$ cat config.mk
export PLATFORM = sky130hd
export DESIGN_NAME = ex_mem_stage
export DESIGN_NICKNAME = d
export VERILOG_FILES = /design/src/rtl/pipeline_pkg.sv /design/src/rtl/alu.sv /design/src/rtl/ex_mem_stage.sv
export SDC_FILE = /design/constraint.sdc
export NUM_CORES = 1
export LEC_CHECK = 0
export ABC_AREA = 1
export BUFFER_PORTS_ARGS = -buffer_cell sky130_fd_sc_hd__buf_2
export CAP_MARGIN = 20
export CORE_AREA = 5 5 89 91
export CTS_CLUSTER_SIZE = 40
export DETAILED_ROUTE_END_ITERATION = 10
export DIE_AREA = 0 0 94 96
export PLACE_DENSITY = 0.83
export REMOVE_ABC_BUFFERS = 1
export SLEW_MARGIN = 20
export SYNTH_ARGS = -nofsm -noshare
export SYNTH_HDL_FRONTEND = slang
export SYNTH_SLANG_ARGS = --single-unit
$ cat constraint.sdc
create_clock -name clk -period 2.15 [get_ports clk]
set_input_delay 0.43 -clock clk [delete_from_list [all_inputs] [get_ports clk]]
set_output_delay 0.43 -clock clk [all_outputs]
set_load 0.02 [all_outputs]
$ cat src/rtl/pipeline_pkg.sv
// Shared pipeline definitions used by the control unit and the
// execute/memory stage.
//   - ALU operation encodings carried in the buffered control word
//   - opcode constants the control unit decodes into control words
//   - execute/memory stage state enum
package pipeline_pkg;

  localparam logic [1:0] ALU_ADD = 2'd0;
  localparam logic [1:0] ALU_NOT = 2'd1;
  localparam logic [1:0] ALU_NOP = 2'd2;

  localparam logic [3:0] OPC_ADD   = 4'h0;
  localparam logic [3:0] OPC_NOT   = 4'h1;
  localparam logic [3:0] OPC_NOP   = 4'h2;
  localparam logic [3:0] OPC_LOAD  = 4'h3;
  localparam logic [3:0] OPC_STORE = 4'h4;

  typedef enum logic {
    RUN      = 1'b0,
    MEM_WAIT = 1'b1
  } exm_state_t;

endpackage

$ cat src/rtl/alu.sv
// Combinational ALU for the execute/memory stage.
// Ports:
//   alu_operation  in  2       operation select (add / not / nop; reserved acts as nop)
//   src_a, src_b   in  DATA_W  operands
//   result         out DATA_W  operation result, carry dropped on add
module alu
  import pipeline_pkg::*;
#(
  parameter int DATA_W = 16
) (
  input  logic [1:0]        alu_operation,
  input  logic [DATA_W-1:0] src_a,
  input  logic [DATA_W-1:0] src_b,
  output logic [DATA_W-1:0] result
);

  always_comb begin
    result = '0;
    case (alu_operation)
      ALU_ADD: result = src_a + src_b;
      ALU_NOT: result = ~src_a;
      default: result = '0;
    endcase
  end

endmodule

$ cat src/rtl/ex_mem_stage.sv
// Execute/memory stage. Runs ALU operations in one cycle or a single
// data-memory access over a req/ack handshake, and emits one registered
// writeback record per retired instruction.
// Ports:
//   clk, rst                   clock, synchronous active-high reset
//   in_valid / in_ready        upstream handshake; in_ready low while in MEM_WAIT
//   mem_read, mem_write        load / store flags (both set = illegal word)
//   alu_operation, wb, rd_addr control word fields
//   src_a, src_b               register operands
//   dmem_req/we/addr/wdata     data-memory request, held until ack or timeout
//   dmem_rdata, dmem_ack       memory response
//   wb_valid/en/addr/data      writeback record, one-cycle valid pulse
//   err                        one-cycle pulse on timeout or illegal word
//
// state    | meaning
// ---------+---------------------------------------------------------
// RUN      | accepting; ALU ops retire next cycle
// MEM_WAIT | memory request outstanding; waiting for ack or timeout
module ex_mem_stage
  import pipeline_pkg::*;
#(
  parameter int DATA_W  = 16,
  parameter int ADDR_W  = 10,
  parameter int REG_W   = 3,
  parameter int TIMEOUT = 15
) (
  input  logic              clk,
  input  logic              rst,
  input  logic              in_valid,
  output logic              in_ready,
  input  logic              mem_read,
  input  logic              mem_write,
  input  logic [1:0]        alu_operation,
  input  logic              wb,
  input  logic [REG_W-1:0]  rd_addr,
  input  logic [DATA_W-1:0] src_a,
  input  logic [DATA_W-1:0] src_b,
  output logic              dmem_req,
  output logic              dmem_we,
  output logic [ADDR_W-1:0] dmem_addr,
  output logic [DATA_W-1:0] dmem_wdata,
  input  logic [DATA_W-1:0] dmem_rdata,
  input  logic              dmem_ack,
  output logic              wb_valid,
  output logic              wb_en,
  output logic [REG_W-1:0]  wb_addr,
  output logic [DATA_W-1:0] wb_data,
  output logic              err
);

  localparam int CNT_W = $clog2(TIMEOUT + 1);

  exm_state_t        state, state_n;
  logic [CNT_W-1:0]  cnt, cnt_n;
  logic [REG_W-1:0]  lat_rd, lat_rd_n;
  logic              req_n, we_n;
  logic [ADDR_W-1:0] addr_n;
  logic [DATA_W-1:0] wdata_n;
  logic              wb_valid_n, wb_en_n, err_n;
  logic [REG_W-1:0]  wb_addr_n;
  logic [DATA_W-1:0] wb_data_n;
  logic [DATA_W-1:0] alu_result;

  alu #(.DATA_W(DATA_W)) u_alu (
    .alu_operation (alu_operation),
    .src_a         (src_a),
    .src_b         (src_b),
    .result        (alu_result)
  );

  assign in_ready = (state == RUN);

  always_comb begin
    state_n    = state;
    cnt_n      = cnt;
    lat_rd_n   = lat_rd;
    req_n      = dmem_req;
    we_n       = dmem_we;
    addr_n     = dmem_addr;
    wdata_n    = dmem_wdata;
    wb_valid_n = 1'b0;
    wb_en_n    = 1'b0;
    wb_addr_n  = wb_addr;
    wb_data_n  = wb_data;
    err_n      = 1'b0;

    case (state)
      RUN: begin
        if (in_valid) begin
          if (mem_read && mem_write) begin
            wb_valid_n = 1'b1;
            wb_addr_n  = rd_addr;
            wb_data_n  = '0;
            err_n      = 1'b1;
          end else if (mem_read || mem_write) begin
            state_n  = MEM_WAIT;
            cnt_n    = '0;
            lat_rd_n = rd_addr;
            req_n    = 1'b1;
            we_n     = mem_write;
            addr_n   = src_a[ADDR_W-1:0];
            wdata_n  = src_b;
          end else begin
            wb_valid_n = 1'b1;
            wb_en_n    = wb;
            wb_addr_n  = rd_addr;
            wb_data_n  = alu_result;
          end
        end
      end
      MEM_WAIT: begin
        // Ack is checked first so a coincident ack beats the timeout.
        if (dmem_ack) begin
          state_n    = RUN;
          req_n      = 1'b0;
          wb_valid_n = 1'b1;
          wb_en_n    = !dmem_we;
          wb_addr_n  = lat_rd;
          wb_data_n  = dmem_we ? '0 : dmem_rdata;
        end else if (cnt == CNT_W'(TIMEOUT - 1)) begin
          // TIMEOUT-1 here means the request has now been up TIMEOUT cycles.
          state_n    = RUN;
          req_n      = 1'b0;
          wb_valid_n = 1'b1;
          wb_addr_n  = lat_rd;
          wb_data_n  = '0;
          err_n      = 1'b1;
        end else begin
          cnt_n = cnt + CNT_W'(1);
        end
      end
      default: state_n = RUN;
    endcase
  end

  always_ff @(posedge clk) begin
    if (rst) begin
      state      <= RUN;
      cnt        <= '0;
      lat_rd     <= '0;
      dmem_req   <= 1'b0;
      dmem_we    <= 1'b0;
      dmem_addr  <= '0;
      dmem_wdata <= '0;
      wb_valid   <= 1'b0;
      wb_en      <= 1'b0;
      wb_addr    <= '0;
      wb_data    <= '0;
      err        <= 1'b0;
    end else begin
      state      <= state_n;
      cnt        <= cnt_n;
      lat_rd     <= lat_rd_n;
      dmem_req   <= req_n;
      dmem_we    <= we_n;
      dmem_addr  <= addr_n;
      dmem_wdata <= wdata_n;
      wb_valid   <= wb_valid_n;
      wb_en      <= wb_en_n;
      wb_addr    <= wb_addr_n;
      wb_data    <= wb_data_n;
      err        <= err_n;
    end
  end

endmodule

==> metrics.md <==
| Metric | Value |
|---|---|
| Outcome | completed |
| Post-synth EDFFs | 0 |
| Total track usage | 22.2% |
| Largest net degree at the start of global routing | 37 |
| CTS tree | yes |
| Critical path capture point type | register |
| Fill cells | 730 |
| Mux cell area share after synthesis | 0% |
| Post-synthesis adder-cell area fraction | 7.37% |
| Count of different cell masters after synthesis | 40 |
| Hold Crit Start | rd_addr[0] |
| Detail Route Antenna Nets | 0 |
| Die width | about 94 um |
| TritonCTS buffer count | 9 |
| Critical path type | reg2reg |
| Mean Syn Cell Area | about 6.8 um2 |
| Clock Pin Slew Worst Setup and Hold Paths | about 0.07 ns |
| Worst Hold End | lat_rd[0]$_SDFFE_PP0P_ |
| Syn Inst Count | 512 |
| Xor/xnor cell area share of the yosys netlist | between 1 and 1.5% |
| CP Max Fanout | 16 |
| Critical R2R Launch | cnt[1]$_SDFFE_PP0P_ |
| Critical path cell sequence | ha_1 > nand3_2 > nand3_4 > o21ai_4 > nor2_4 > inv_4 > a21oi_1 > a21oi_1 |
| Share of cells above drive strength 1 | about a quarter |
| Async S/R FF share, synth | 0% |
| Setup crit start kind | register |
| Final nets | 700 |
| RSZ-0062 raised after global routing | false |
| Worst Max-Slew Pin Slew | 0.552 ns |
| Cts hold-fix bufs | 0 |
| Most used DFF post-synth | dfxtp_1 |
| Synthesized area | roughly 3500 um2 |
| Total clock sinks | 58 |
| Slew HR | around 63% |
| Site row count | 31 |
| Final Hold Vio Count | 0 |
| Detailed placer's ending HPWL | between 7000 and 8000 um |
| Ant. Diodes | 0 |
| Die Height | around 96 um |
| Critical path's largest stage delay | 0.39 ns |
| Synthesis-to-layout area growth | 23.5% |
| Post-Synth Simple-Gate Area | between 20 and 30% |
| Clock buffer depth | 2 |
| Compound-Gate Fraction of Synth Area | 18.5% |
| Placer Congestion | ~0.94 |
| First-pass GRT wire length | between 15,000 and 20,000 um |
| DRT Wirelength | between 9000 and 10,000 um |
| Leakage power | around 0.0023 uW |
| IO Pins | ~110 |
| Post-CTS Setup Repair Bufs | 0 |
| DR pass1 iterations | 5 |
| Placed Cells | 708 |
| Initial Util | between 40 and 50% |
| Yosys top cell area share | between 30% and 40% |
| Die area | 9020 um2 |
| RR Endpoint | wb_data[12]$_SDFFE_PP0P_ |
| DRC errors left | 0 |
| Max frequency | 0.533 GHz |
| Biggest area consumer among synthesized cells | dfxtp_1 |
| Required time of the critical path | ~2.4 ns |
| Fin crit share | between 80 and 90% |
| Worst vdd ir | ~0.00031 V |
| DR iter-0 viols | 180 |
| Setup TNS | 0 ns |
| Crit path arrival time | roughly 2.1 ns |
| CP max stage cell | dfxtp_1 |
| Port bufs | 110 |
| FF-to-FF setup slack | around 0.27 ns |
| Grt total ovfl | 0 |
| Core area | approximately 7000 um2 |
| Vias per inst | between 5 and 6 |
| Final setup fails | 0 |
| Initial antenna violation count | 0 |
| Synth area leaders | dfxtp_1 33%, nand2_1 12%, o21ai_0 7.6%, nor2_1 7.0%, ha_1 6.8% |
| PostCTS Resize Cnt | 0 |
| DR vias | between 3,000 and 4,000 |
| PwrDens | about 750 nW/um2 |
| Final Non-Filler Cells | ~720 |
| Clk_lat worst skew | ~0.34 ns |
| HP Class | in2reg |
| Max-Cap Viols | 0 |
| Worst R2R Path Depth | 8 |
| Vias in the first global route | approximately 3,500 |
| Final Skew | 0.00756 ns |
| Fin crit period | ~1.9 ns |
| Most frequent CP cell | a21oi_1 |
| CTS root buf | clkbuf_8 |
| Wire per inst | 13.5 um |
| Yosys warns | 0 |
| Fin. max-slew vios | 0 |
| Main combinational cell family by area after synthesis | simple AND/OR/NAND/NOR gates |
| Synthesized flop and latch total | 58 |
| WHS Path Cells | 3 |
| H-tree depth | 3 |
| Sequential share of the synthesized area | about 33% |
==> cell usage in the layout, fill, tap and decap left out, types with 2 or more instances in the layout <==
cell and instances:
nor2_1 65, a21oi_2 4, clkbuf_8 12, bufinv_16 2, nand4_1 3, inv_1 60, nand2_4 2, ha_1 19
buf_4 6, a21oi_1 46, xor2_1 3, nand3b_1 2, nor3_1 6, nand3_2 2, nand3_1 20, o21ai_0 53
a31oi_1 3, nand2_1 112, o21ai_1 2, dfxtp_1 58, a22oi_1 2, xnor2_1 2, o22ai_1 5, or2_2 9
buf_2 110
==> kinds of logic (layout without fill, tap and decap cells) <==
family,count (synthesis),count (layout)
flip-flops,58,58
buffers and inverters,82,195
AND/OR/NAND/NOR,228,228
AO/OA/AOI/OAI,119,119
XOR/XNOR,5,5
adder cells (fa/ha/maj),20,20
==> through the flow <==
step / hold WS [ns] / area, um2 / utilization [%] / setup WS, ns / total power [uW]
global route: 0.327 / 4320 / 61.2 / 0.108 / 3430
finish: 0.326 / 4320 / 61.2 / 0.273 / 3260
detailed placement: 0.464 / 4080 / 57.8 / 0.0462 / 2090
floorplan: 0.453 / 3360 / - / 0.380 / 1790
global placement: 0.455 / 4080 / 57.8 / 0.0847 / 2070
CTS: 0.309 / 4320 / 61.2 / 0.270 / 3290
==> per-layer routing <==
layer | share of wire [%] | GRT usage, % | vias to the layer above
met3 | 8.1 | 6.33 | 18
met4 | 2.3 | 8.18 | 0
met2 | 45 | 36.3 | 143
met1 | 44 | 28.0 | 1651
met5 | 0 | 0 | -
li1 | - | - | 1876
==> flip-flops by register name, indices dropped and copies added (netlist names), 3 cells and up <==
register / cells
cnt: 4
wb_data: 16
lat_rd: 3
wb_addr: 3
dmem_addr: 10
dmem_wdata: 16
==> critical path: cells and delay by family, from the launching register on <==
kind	cells	cell delay, ns
AO/OA/AOI/OAI	3	0.42
AND/OR/NAND/NOR	3	0.58
buffers and inverters	1	0.17
flip-flops	1	0.39
adder cells (fa/ha/maj)	1	0.19
==> synth_stat cells (all sizes together) (2+ instances only) <==
cell type	n
o22ai	5
nand2	114
nand3b	2
nor3	7
nor2	66
nand4	3
clkbuf	10
ha	19
or2	11
dfxtp	58
nand3	23
a31oi	3
o21ai	56
inv	63
a22oi	2
xor2	3
xnor2	2
a21oi	50
buf	9
==> cell type report <==
| type | instances | area (um2) | share of cell area, % |
|---|---|---|---|
| Clock buffer | 12 | 165 | 3.82 |
| Clock inverter | 4 | 72.6 | 1.68 |
| Inverter | 63 | 251 | 5.82 |
| Multi-Input combinational cell | 372 | 1950 | 45.1 |
| Sequential cell | 58 | 1160 | 26.9 |
| Tap cell | 99 | 124 | 2.87 |
| Timing Repair Buffer | 116 | 596 | 13.8 |
==> how the worst max path moves through the flow <==
stage	startpoint	slack, ns	cells past startpoint	endpoint
2_1_floorplan	src_a[0]	0.38	13	wb_data[12]$_SDFFE_PP0P_
3_3_place_gp	src_a[4]	0.08	11	wb_data[6]$_SDFFE_PP0P_
3_5_place_dp	src_a[4]	0.05	11	wb_data[6]$_SDFFE_PP0P_
4_1_cts	cnt[1]$_SDFFE_PP0P_	0.27	8	wb_data[12]$_SDFFE_PP0P_
5_1_grt	cnt[1]$_SDFFE_PP0P_	0.11	8	wb_data[12]$_SDFFE_PP0P_
6_report	cnt[1]$_SDFFE_PP0P_	0.27	8	wb_data[12]$_SDFFE_PP0P_
==> where the power goes <==
group / total [uW] / internal (uW) / leakage (uW) / switching, uW
Sequential: 1220 / 1170 / 0.000477 / 51.3
Combinational: 844 / 296 / 0.00166 / 547
Clock: 1190 / 745 / 0.000119 / 447
Total: 3260 / 2210 / 0.00226 / 1050
Note: power is estimated with default switching activity, not from simulation.
